File: config.mk
export PLATFORM = sky130hd
export DESIGN_NAME = watch_counter_param
export DESIGN_NICKNAME = d
export VERILOG_FILES = /design/src/rtl/watch_counter_param.sv
export SDC_FILE = /design/constraint.sdc
export NUM_CORES = 1
export LEC_CHECK = 0
export BUFFER_PORTS_ARGS = -buffer_cell sky130_fd_sc_hd__buf_2
export CORE_MARGIN = 1
export CORE_UTILIZATION = 52
export DETAILED_ROUTE_END_ITERATION = 8
export PLACE_DENSITY = 0.75
export SYNTH_ARGS = -nofsm -noshare
export SYNTH_HDL_FRONTEND = slang
export SYNTH_SLANG_ARGS = --single-unit
File: constraint.sdc
create_clock -name clk -period 8.1 [get_ports clk]
set_input_delay 1.62 -clock clk [delete_from_list [all_inputs] [get_ports clk]]
set_output_delay 1.62 -clock clk [all_outputs]
set_load 0.05 [all_outputs]
File: src/rtl/watch_counter_param.sv
// HH:MM:SS time-of-day counter with programmable prescaler, clamped load, day-wrap pulse.
// Optional minute-resolution alarm is built only when WATCH_ALARM_EN is defined.
module watch_counter_param #(
  parameter int P_COUNT_BIT = 30,
  parameter int P_SEC_BIT   = 6,
  parameter int P_MIN_BIT   = 6,
  parameter int P_HOUR_BIT  = 5
) (
  input  logic                   clk,
  input  logic                   rst,
  input  logic                   en,
  input  logic [P_COUNT_BIT-1:0] freq,
  input  logic                   load,
  input  logic [P_SEC_BIT-1:0]   load_sec,
  input  logic [P_MIN_BIT-1:0]   load_min,
  input  logic [P_HOUR_BIT-1:0]  load_hour,
  input  logic                   alarm_arm,
  input  logic [P_MIN_BIT-1:0]   alarm_min,
  input  logic [P_HOUR_BIT-1:0]  alarm_hour,
  output logic [P_SEC_BIT-1:0]   sec_cnt,
  output logic [P_MIN_BIT-1:0]   min_cnt,
  output logic [P_HOUR_BIT-1:0]  hour_cnt,
  output logic                   tick_1s,
  output logic                   day_wrap,
  output logic                   alarm_fire
);

  localparam logic [P_COUNT_BIT-1:0] CNT_ONE  = P_COUNT_BIT'(1);
  localparam logic [P_SEC_BIT-1:0]   SEC_MAX  = P_SEC_BIT'(59);
  localparam logic [P_MIN_BIT-1:0]   MIN_MAX  = P_MIN_BIT'(59);
  localparam logic [P_HOUR_BIT-1:0]  HOUR_MAX = P_HOUR_BIT'(23);

  function automatic logic [P_SEC_BIT-1:0] clamp_sec(input logic [P_SEC_BIT-1:0] v);
    return (v > SEC_MAX) ? SEC_MAX : v;
  endfunction

  function automatic logic [P_MIN_BIT-1:0] clamp_min(input logic [P_MIN_BIT-1:0] v);
    return (v > MIN_MAX) ? MIN_MAX : v;
  endfunction

  function automatic logic [P_HOUR_BIT-1:0] clamp_hour(input logic [P_HOUR_BIT-1:0] v);
    return (v > HOUR_MAX) ? HOUR_MAX : v;
  endfunction

  logic [P_COUNT_BIT-1:0] pcnt_q, pcnt_d;
  logic [P_SEC_BIT-1:0]   sec_q, sec_d;
  logic [P_MIN_BIT-1:0]   min_q, min_d;
  logic [P_HOUR_BIT-1:0]  hour_q, hour_d;
  logic                   tick_q, tick_d;
  logic                   wrap_q, wrap_d;
  logic                   sec_evt;

  // freq of 0 or 1 must fire every enabled edge; guarding it also avoids freq-1 underflow.
  assign sec_evt = en && ((freq <= CNT_ONE) || (pcnt_q >= (freq - CNT_ONE)));

  always_comb begin
    pcnt_d = pcnt_q;
    sec_d  = sec_q;
    min_d  = min_q;
    hour_d = hour_q;
    tick_d = 1'b0;
    wrap_d = 1'b0;
    if (load) begin
      pcnt_d = '0;
      sec_d  = clamp_sec(load_sec);
      min_d  = clamp_min(load_min);
      hour_d = clamp_hour(load_hour);
    end else if (sec_evt) begin
      pcnt_d = '0;
      tick_d = 1'b1;
      if (sec_q >= SEC_MAX) begin
        sec_d = '0;
        if (min_q >= MIN_MAX) begin
          min_d = '0;
          if (hour_q >= HOUR_MAX) begin
            hour_d = '0;
            wrap_d = 1'b1;
          end else begin
            hour_d = hour_q + P_HOUR_BIT'(1);
          end
        end else begin
          min_d = min_q + P_MIN_BIT'(1);
        end
      end else begin
        sec_d = sec_q + P_SEC_BIT'(1);
      end
    end else if (en) begin
      pcnt_d = pcnt_q + CNT_ONE;
    end
  end

  always_ff @(posedge clk) begin
    if (!rst) begin
      pcnt_q <= '0;
      sec_q  <= '0;
      min_q  <= '0;
      hour_q <= '0;
      tick_q <= 1'b0;
      wrap_q <= 1'b0;
    end else begin
      pcnt_q <= pcnt_d;
      sec_q  <= sec_d;
      min_q  <= min_d;
      hour_q <= hour_d;
      tick_q <= tick_d;
      wrap_q <= wrap_d;
    end
  end

  assign sec_cnt  = sec_q;
  assign min_cnt  = min_q;
  assign hour_cnt = hour_q;
  assign tick_1s  = tick_q;
  assign day_wrap = wrap_q;

`ifdef WATCH_ALARM_EN
  logic alarm_q, alarm_d;

  // Match against the post-increment time so the pulse lines up with the new counts.
  always_comb begin
    alarm_d = sec_evt && !load && alarm_arm && (sec_d == '0) &&
              (min_d == alarm_min) && (hour_d == alarm_hour);
  end

  always_ff @(posedge clk) begin
    if (!rst) begin
      alarm_q <= 1'b0;
    end else begin
      alarm_q <= alarm_d;
    end
  end

  assign alarm_fire = alarm_q;
`else
  logic unused_alarm_inputs;
  assign unused_alarm_inputs = ^{alarm_arm, alarm_min, alarm_hour};
  assign alarm_fire = 1'b0;
`endif

endmodule

==> impl_metrics.env, run 1 <==
export IMPL_status="finished, final reports clean"
export IMPL_setup_violations=0
export IMPL_max_freq_mhz=153.8
export IMPL_first_global_vias=3453
export IMPL_clkTransAtPathRegs_ns=0.09
export IMPL_dpl_worst_slack_ns=1.341
export IMPL_dr_pass1_iters=4
export IMPL_drive_above_1_share_pct=16.05
export IMPL_yosys_top_cells_area="dfxtp_1 (26%), ha_1 (12%), xnor2_1 (8.8%)"
export IMPL_clk_path_buf_depth=2
export IMPL_port_buffers=69
export IMPL_cts_hold_buf=0
export IMPL_crit_fanout=30
export IMPL_finalClockSkew_ns=0.006841
export IMPL_gp_congestion=0.8529
export IMPL_cap_violations=0
export IMPL_die_w_um=87.09
export IMPL_setup_slack_ns=1.598
export IMPL_die_area_um2=7585
export IMPL_grt_max_degree=39
export IMPL_nets=640
export IMPL_drt_wl_total_um=8935
export IMPL_grtUsageMet3_pct=3.697
export IMPL_initial_core_util_pct=54.51
export IMPL_synth_mux_area_share_pct=1.329
export IMPL_hpwl_um=6987
export IMPL_rsz0062_at_grt="no"
export IMPL_async_flop_share_pct=0
export IMPL_rows=30
export IMPL_final_util_pct=62.10
export IMPL_grt_usage_pct=24.62
export IMPL_numCtsBuffers=5
export IMPL_die_h_um=87.09
export IMPL_fin_crit_sh_pct=80.27
export IMPL_antenna_found_initial=0
export IMPL_netlist_area_leader_share_pct=26.06
export IMPL_syn_avg_cell_area_um2=7.909
export IMPL_ir_worst_vdd_mv=0.1161
export IMPL_tightest_slew_ns=1.009
export IMPL_drt_iter0_drc=153
export IMPL_design_core_area_um2=6907
export IMPL_holdWs_ns=0.5169
export IMPL_met2_usage_pct=43.45
export IMPL_area_growth_pct=13.92
export IMPL_n_antenna_cell=0
export IMPL_hold_class="reg -> reg"
export IMPL_finalHoldViolCount=0
export IMPL_post_cts_buffers=0
export IMPL_wl_per_cell_um=14.00
export IMPL_htree_levels=2
export IMPL_slew_headroom_pct=32.58
export IMPL_synth_adder_area_share_pct=12.23
export IMPL_synth_xor_area_share_pct=13.49
export IMPL_ant_nets=0
export IMPL_cp_data_arrival_time_ns=6.71
export IMPL_critPathLaunchType="input pin"
export IMPL_period_minus_slack_ns=6.502
export IMPL_grt_pass1_wl_um=15070
export IMPL_synth_top_family_by_area="simple AND/OR/NAND/NOR gates"
export IMPL_required_ns=8.30
export IMPL_synthDistinctLibCells=62
export IMPL_finalSetupTns_ns=0
export IMPL_drc=0
export IMPL_globalRoute_busiestLayer="met2"
export IMPL_ctsResizeCount=0
export IMPL_cts_tree="yes"
export IMPL_synth_ff_type="dfxtp_1"
export IMPL_synth_top_area_cell="dfxtp_1"
export IMPL_worstSetupPathType="in -> reg"
export IMPL_synth_compound_area_share_pct=15.32
export IMPL_slew_violations=0
export IMPL_synthCells=476
export IMPL_clockRootBuffer="clkbuf_8"
export IMPL_synth_simple_gate_area_share_pct=27.95
export IMPL_ys_ff_latch=49
export IMPL_synth_area_um2=3765
export IMPL_dr_total_vias=3697
export IMPL_synth_warnings=0
export IMPL_viasPerCell=5.795
export IMPL_worstSkewPairLatency_ns=0.30
export IMPL_synth_edff_count=0
export IMPL_yosysSeqAreaShare_pct=26.06
export IMPL_met1_usage_pct=31.55
export IMPL_power_uw=544.4
export IMPL_cts_sink_count=49
export IMPL_leakagePower_nw=1.717
export IMPL_synth_nets=575
export IMPL_setup_worst_path_end_class="flip-flop"
export IMPL_p_per_area_nw_per_um2=126.9
export IMPL_overflow=0
export IMPL_io_pins=83
[power by group]
group	switching (mW)	total, mW	internal [mW]
registers	0.00986	0.257	0.247
logic	0.0665	0.104	0.0374
clock network	0.0827	0.183	0.101
[metal layers]
| metal | routed length [µm] | vias to the layer above |
|---|---|---|
| li1 | - | 1855 |
| met3 | 340 | 12 |
| met2 | 4333 | 77 |
| met5 | 0 | - |
| met4 | 132 | 0 |
| met1 | 4128 | 1753 |
[per-stage QoR]
step / area [µm²] / cells
after floorplan: 3765 / 476
after global placement: 4173 / 630
after detailed placement: 4173 / 630
after CTS: 4289 / 638
after global routing: 4289 / 638
final: 4289 / 638
[worst max-delay path: stages]
cell and delay (ns):
buf_2 0.11, nor4_1 0.51, nand2_1 0.25, nor3_1 0.47, nand2_1 0.15, or3_1 0.39, nor4bb_1 0.38, xnor2_1 0.17
ha_1 0.27, a21oi_1 0.15, o21ai_0 0.09, a221oi_1 0.31, o211ai_1 0.17, a211oi_1 0.36, buf_4 0.26, nand2_1 0.61
a32oi_1 0.42
[state kept, by name (all words and copies together), names as in the netlist]
register	flops
pcnt_q	30
min_cnt	6
sec_cnt	6
hour_cnt	5
day_wrap	1
tick_1s	1
[worst paths after layout]
path	from	endpoint	slack [ns]	cells after the start
hold / removal	min_cnt[1]	min_cnt[1]	0.52	2
setup reg to reg	pcnt_q[25]	sec_cnt[2]	4.79	8
hold reg to reg	min_cnt[1]	min_cnt[1]	0.52	2
setup / recovery	freq[7]	sec_cnt[2]	1.60	17
[cells in the mapped netlist, types with 2 or more instances]
cell,n
nor3b_1,3
or3_4,2
dfxtp_1,49
clkbuf_1,6
mux2i_1,5
xor2_1,20
inv_1,17
o311ai_1,2
or3_1,2
or4_1,4
nand2b_1,4
nand4_1,13
xnor2_1,38
o211ai_1,6
a31oi_1,2
nand3_1,23
a21oi_1,24
a32oi_1,3
a21o_1,2
nand2_1,49
o21ai_0,15
a211oi_1,8
nor2_1,68
ha_1,36
buf_2,4
nor4_1,10
o2111ai_1,2
o2111a_1,2
o31ai_1,3
and3_1,5
nor3_1,15
and4_1,3
nand3b_1,2
[cells in the final DEF, fill, tap and decap left out, types with 4 or more instances in the layout]
master / n
and3_1: 5
a21oi_1: 24
nor2_1: 68
mux2i_1: 5
a211oi_1: 8
nor4_1: 10
nor3_1: 15
dfxtp_1: 49
nand3_1: 23
xnor2_1: 38
o211ai_1: 6
or4_1: 4
nand2b_1: 4
inv_1: 17
ha_1: 36
nand2_1: 49
clkbuf_8: 6
nand4_1: 13
buf_2: 69
xor2_1: 20
o21ai_0: 15
[area by class of cell]
type                            count  area (µm²)
Inverter                           18       67.56
Multi-Input combinational cell    397        2651
Clock buffer                        7       86.33
Tap cell                           96       120.1
Clock inverter                      1       30.03
Timing Repair Buffer               70       352.8
Fill cell                         658        2618
Sequential cell                    49       980.9
[logic make-up (layout without fill, tap and decap cells)]
logic type	count (synthesis)	count (layout)
flops	49	49
fa+ha+maj	37	37
other cells	1	1
compound gates	85	85
mux	5	5
xor+xnor	58	58
buf+inv	30	96
simple gates	211	211
Power figures use the tool's default switching activity.
==> run 2: changes to the inputs <==
==> constraint.sdc (replaced) <==
create_clock -name clk -period 6.18 [get_ports clk]
set_input_delay 1.236 -clock clk [delete_from_list [all_inputs] [get_ports clk]]
set_output_delay 1.236 -clock clk [all_outputs]
set_load 0.05 [all_outputs]
==> impl_metrics.env, run 2 (synthesis results as in run 1) <==
export IMPL_status="finished, final reports clean"
export IMPL_reg2reg_to="min_cnt[2]"
export IMPL_rr_worst_depth=7
export IMPL_drt_wl_total_um=8817
export IMPL_seqPwrFrac_pct=47.2
export IMPL_numCtsBuffers=5
export IMPL_htree_levels=2
export IMPL_cts_tree="yes"
export IMPL_finalClockSkew_ns=0.01177
export IMPL_clkTransAtPathRegs_ns=0.08
export IMPL_setup_worst_path_end_class="flip-flop"
export IMPL_required_ns=6.39
export IMPL_critPathLaunchType="input pin"
export IMPL_cts_hold_buf=0
export IMPL_drt_iter0_drc=131
export IMPL_hpwl_um=6879
export IMPL_cp_data_arrival_time_ns=5.82
export IMPL_fin_crit_sh_pct=90.83
export IMPL_slew_violations=0
export IMPL_hold_class="reg -> reg"
export IMPL_layout_commonest_cell="buf_2"
export IMPL_cell_internal_pwr_uw=505.6
export IMPL_wl_per_cell_um=13.78
export IMPL_gp_congestion=0.8929
export IMPL_n_antenna_cell=0
export IMPL_first_global_vias=3191
export IMPL_die_w_um=87.09
export IMPL_area_growth_pct=14.32
export IMPL_ctsResizeCount=0
export IMPL_swShare_pct=29.07
export IMPL_clockRootBuffer="clkbuf_8"
export IMPL_leakagePower_nw=1.727
export IMPL_grt_pass1_wl_um=14430
export IMPL_crit_fanout=11
export IMPL_finalHoldViolCount=0
export IMPL_pwr_share_comb_pct=19.2
export IMPL_die_h_um=87.09
export IMPL_instances_no_fill=640
export IMPL_drive_above_1_share_pct=16.36
export IMPL_design_core_area_um2=6907
export IMPL_regToRegSetupSlack_ns=3.30
export IMPL_grt_max_degree=39
export IMPL_drc=0
export IMPL_setup_violations=0
export IMPL_initial_core_util_pct=54.51
export IMPL_viasPerCell=5.642
export IMPL_power_uw=712.9
export IMPL_rows=30
export IMPL_overflow=0
export IMPL_rsz0062_at_grt="no"
export IMPL_p_per_area_nw_per_um2=165.6
export IMPL_finalSetupTns_ns=0
export IMPL_period_minus_slack_ns=5.613
export IMPL_clk_path_buf_depth=2
export IMPL_switchingPower_uw=207.3
export IMPL_port_buffers=69
export IMPL_post_cts_buffers=0
export IMPL_regMostFlops="pcnt_q"
export IMPL_ir_worst_vdd_mv=0.1220
export IMPL_tightest_slew_ns=0.7172
export IMPL_holdPathStages=2
export IMPL_cts_sink_count=49
export IMPL_grt_usage_pct=23.77
export IMPL_worstSkewPairLatency_ns=0.31
export IMPL_max_freq_mhz=178.2
export IMPL_io_pins=83
export IMPL_die_area_um2=7585
export IMPL_worstSetupPathType="in -> reg"
export IMPL_cap_violations=0
export IMPL_slew_headroom_pct=51.74
export IMPL_dr_pass1_iters=4
export IMPL_hp_start="min_cnt[1]"
export IMPL_dr_total_vias=3611
export IMPL_dpl_cell_count=632
export IMPL_hold_end="min_cnt[1]"
export IMPL_ant_nets=0
export IMPL_antenna_found_initial=0
export IMPL_largest_reg_flops=30
export IMPL_pwr_share_clk_pct=33.6
export IMPL_reg2reg_from="pcnt_q[25]"
export IMPL_final_cell_mix="buf_2 (69), nor2_1 (68), nand2_1 (49), dfxtp_1 (49), xnor2_1 (38)"
export IMPL_nets=642
==> run 2: worst max path at each step <==
stage / depth (start not counted) / end / slack [ns] / startpoint
2_1_floorplan: 15 / min_cnt[3] / 1.08 / freq[10]
3_3_place_gp: 15 / min_cnt[3] / 0.49 / freq[10]
3_5_place_dp: 15 / min_cnt[3] / 0.37 / freq[10]
4_1_cts: 15 / min_cnt[2] / 0.66 / freq[10]
5_1_grt: 15 / min_cnt[3] / 0.32 / freq[10]
6_report: 15 / min_cnt[2] / 0.57 / freq[10]
==> run 2: cell type report <==
cell class	instances	area, µm²
multi-input cells	397	2651
fillers	641	2603
flip-flops and latches	49	980.9
repair buffers	72	367.9
well taps	96	120.1
clock buffers	7	86.33
inverters	18	67.56
clock inverters	1	30.03
==> run 2: worst max-delay path, cell delays in order <==
cell       delay (ns)
buf_2            0.11
or4_1            0.57
nor3_1           0.37
nand4_1          0.24
nor3_1           0.40
nand2b_1         0.17
nor4_1           0.25
xnor2_1          0.11
ha_1             0.29
nand4_1          0.12
or4_1            0.58
a2111oi_0        0.53
a211o_2          0.38
a21oi_2          0.18
o31ai_1          0.28
==> run 2: through the flow <==
step                      hold WS [ns]  util [%]  setup slack, ns  cell area (µm²)
after floorplan                 0.4855         -            1.080             3765
after global placement          0.4885     60.63           0.4872             4188
after detailed placement        0.5058     60.63           0.3653             4188
after CTS                       0.5177     62.32           0.6605             4304
after global routing            0.5432     62.32           0.3218             4304
final                           0.5131     62.32           0.5670             4304
==> run 2: power groups by stage <==
stage / clock (mW) / sequential (mW) / combinational (mW)
floorplan: 0 / 0.369 / 0.0642
global route: 0.257 / 0.338 / 0.150
detailed placement: 0 / 0.344 / 0.136
global placement: 0 / 0.344 / 0.132
CTS: 0.245 / 0.337 / 0.137
finish: 0.239 / 0.337 / 0.137
==> run 2: per-layer routing <==
| layer | wire [µm] | GRT usage, % |
|---|---|---|
| met3 | 361 | 3.412 |
| met2 | 4293 | 41.23 |
| met5 | 0 | 0 |
| met1 | 4106 | 31.41 |
| met4 | 56 | 4.918 |
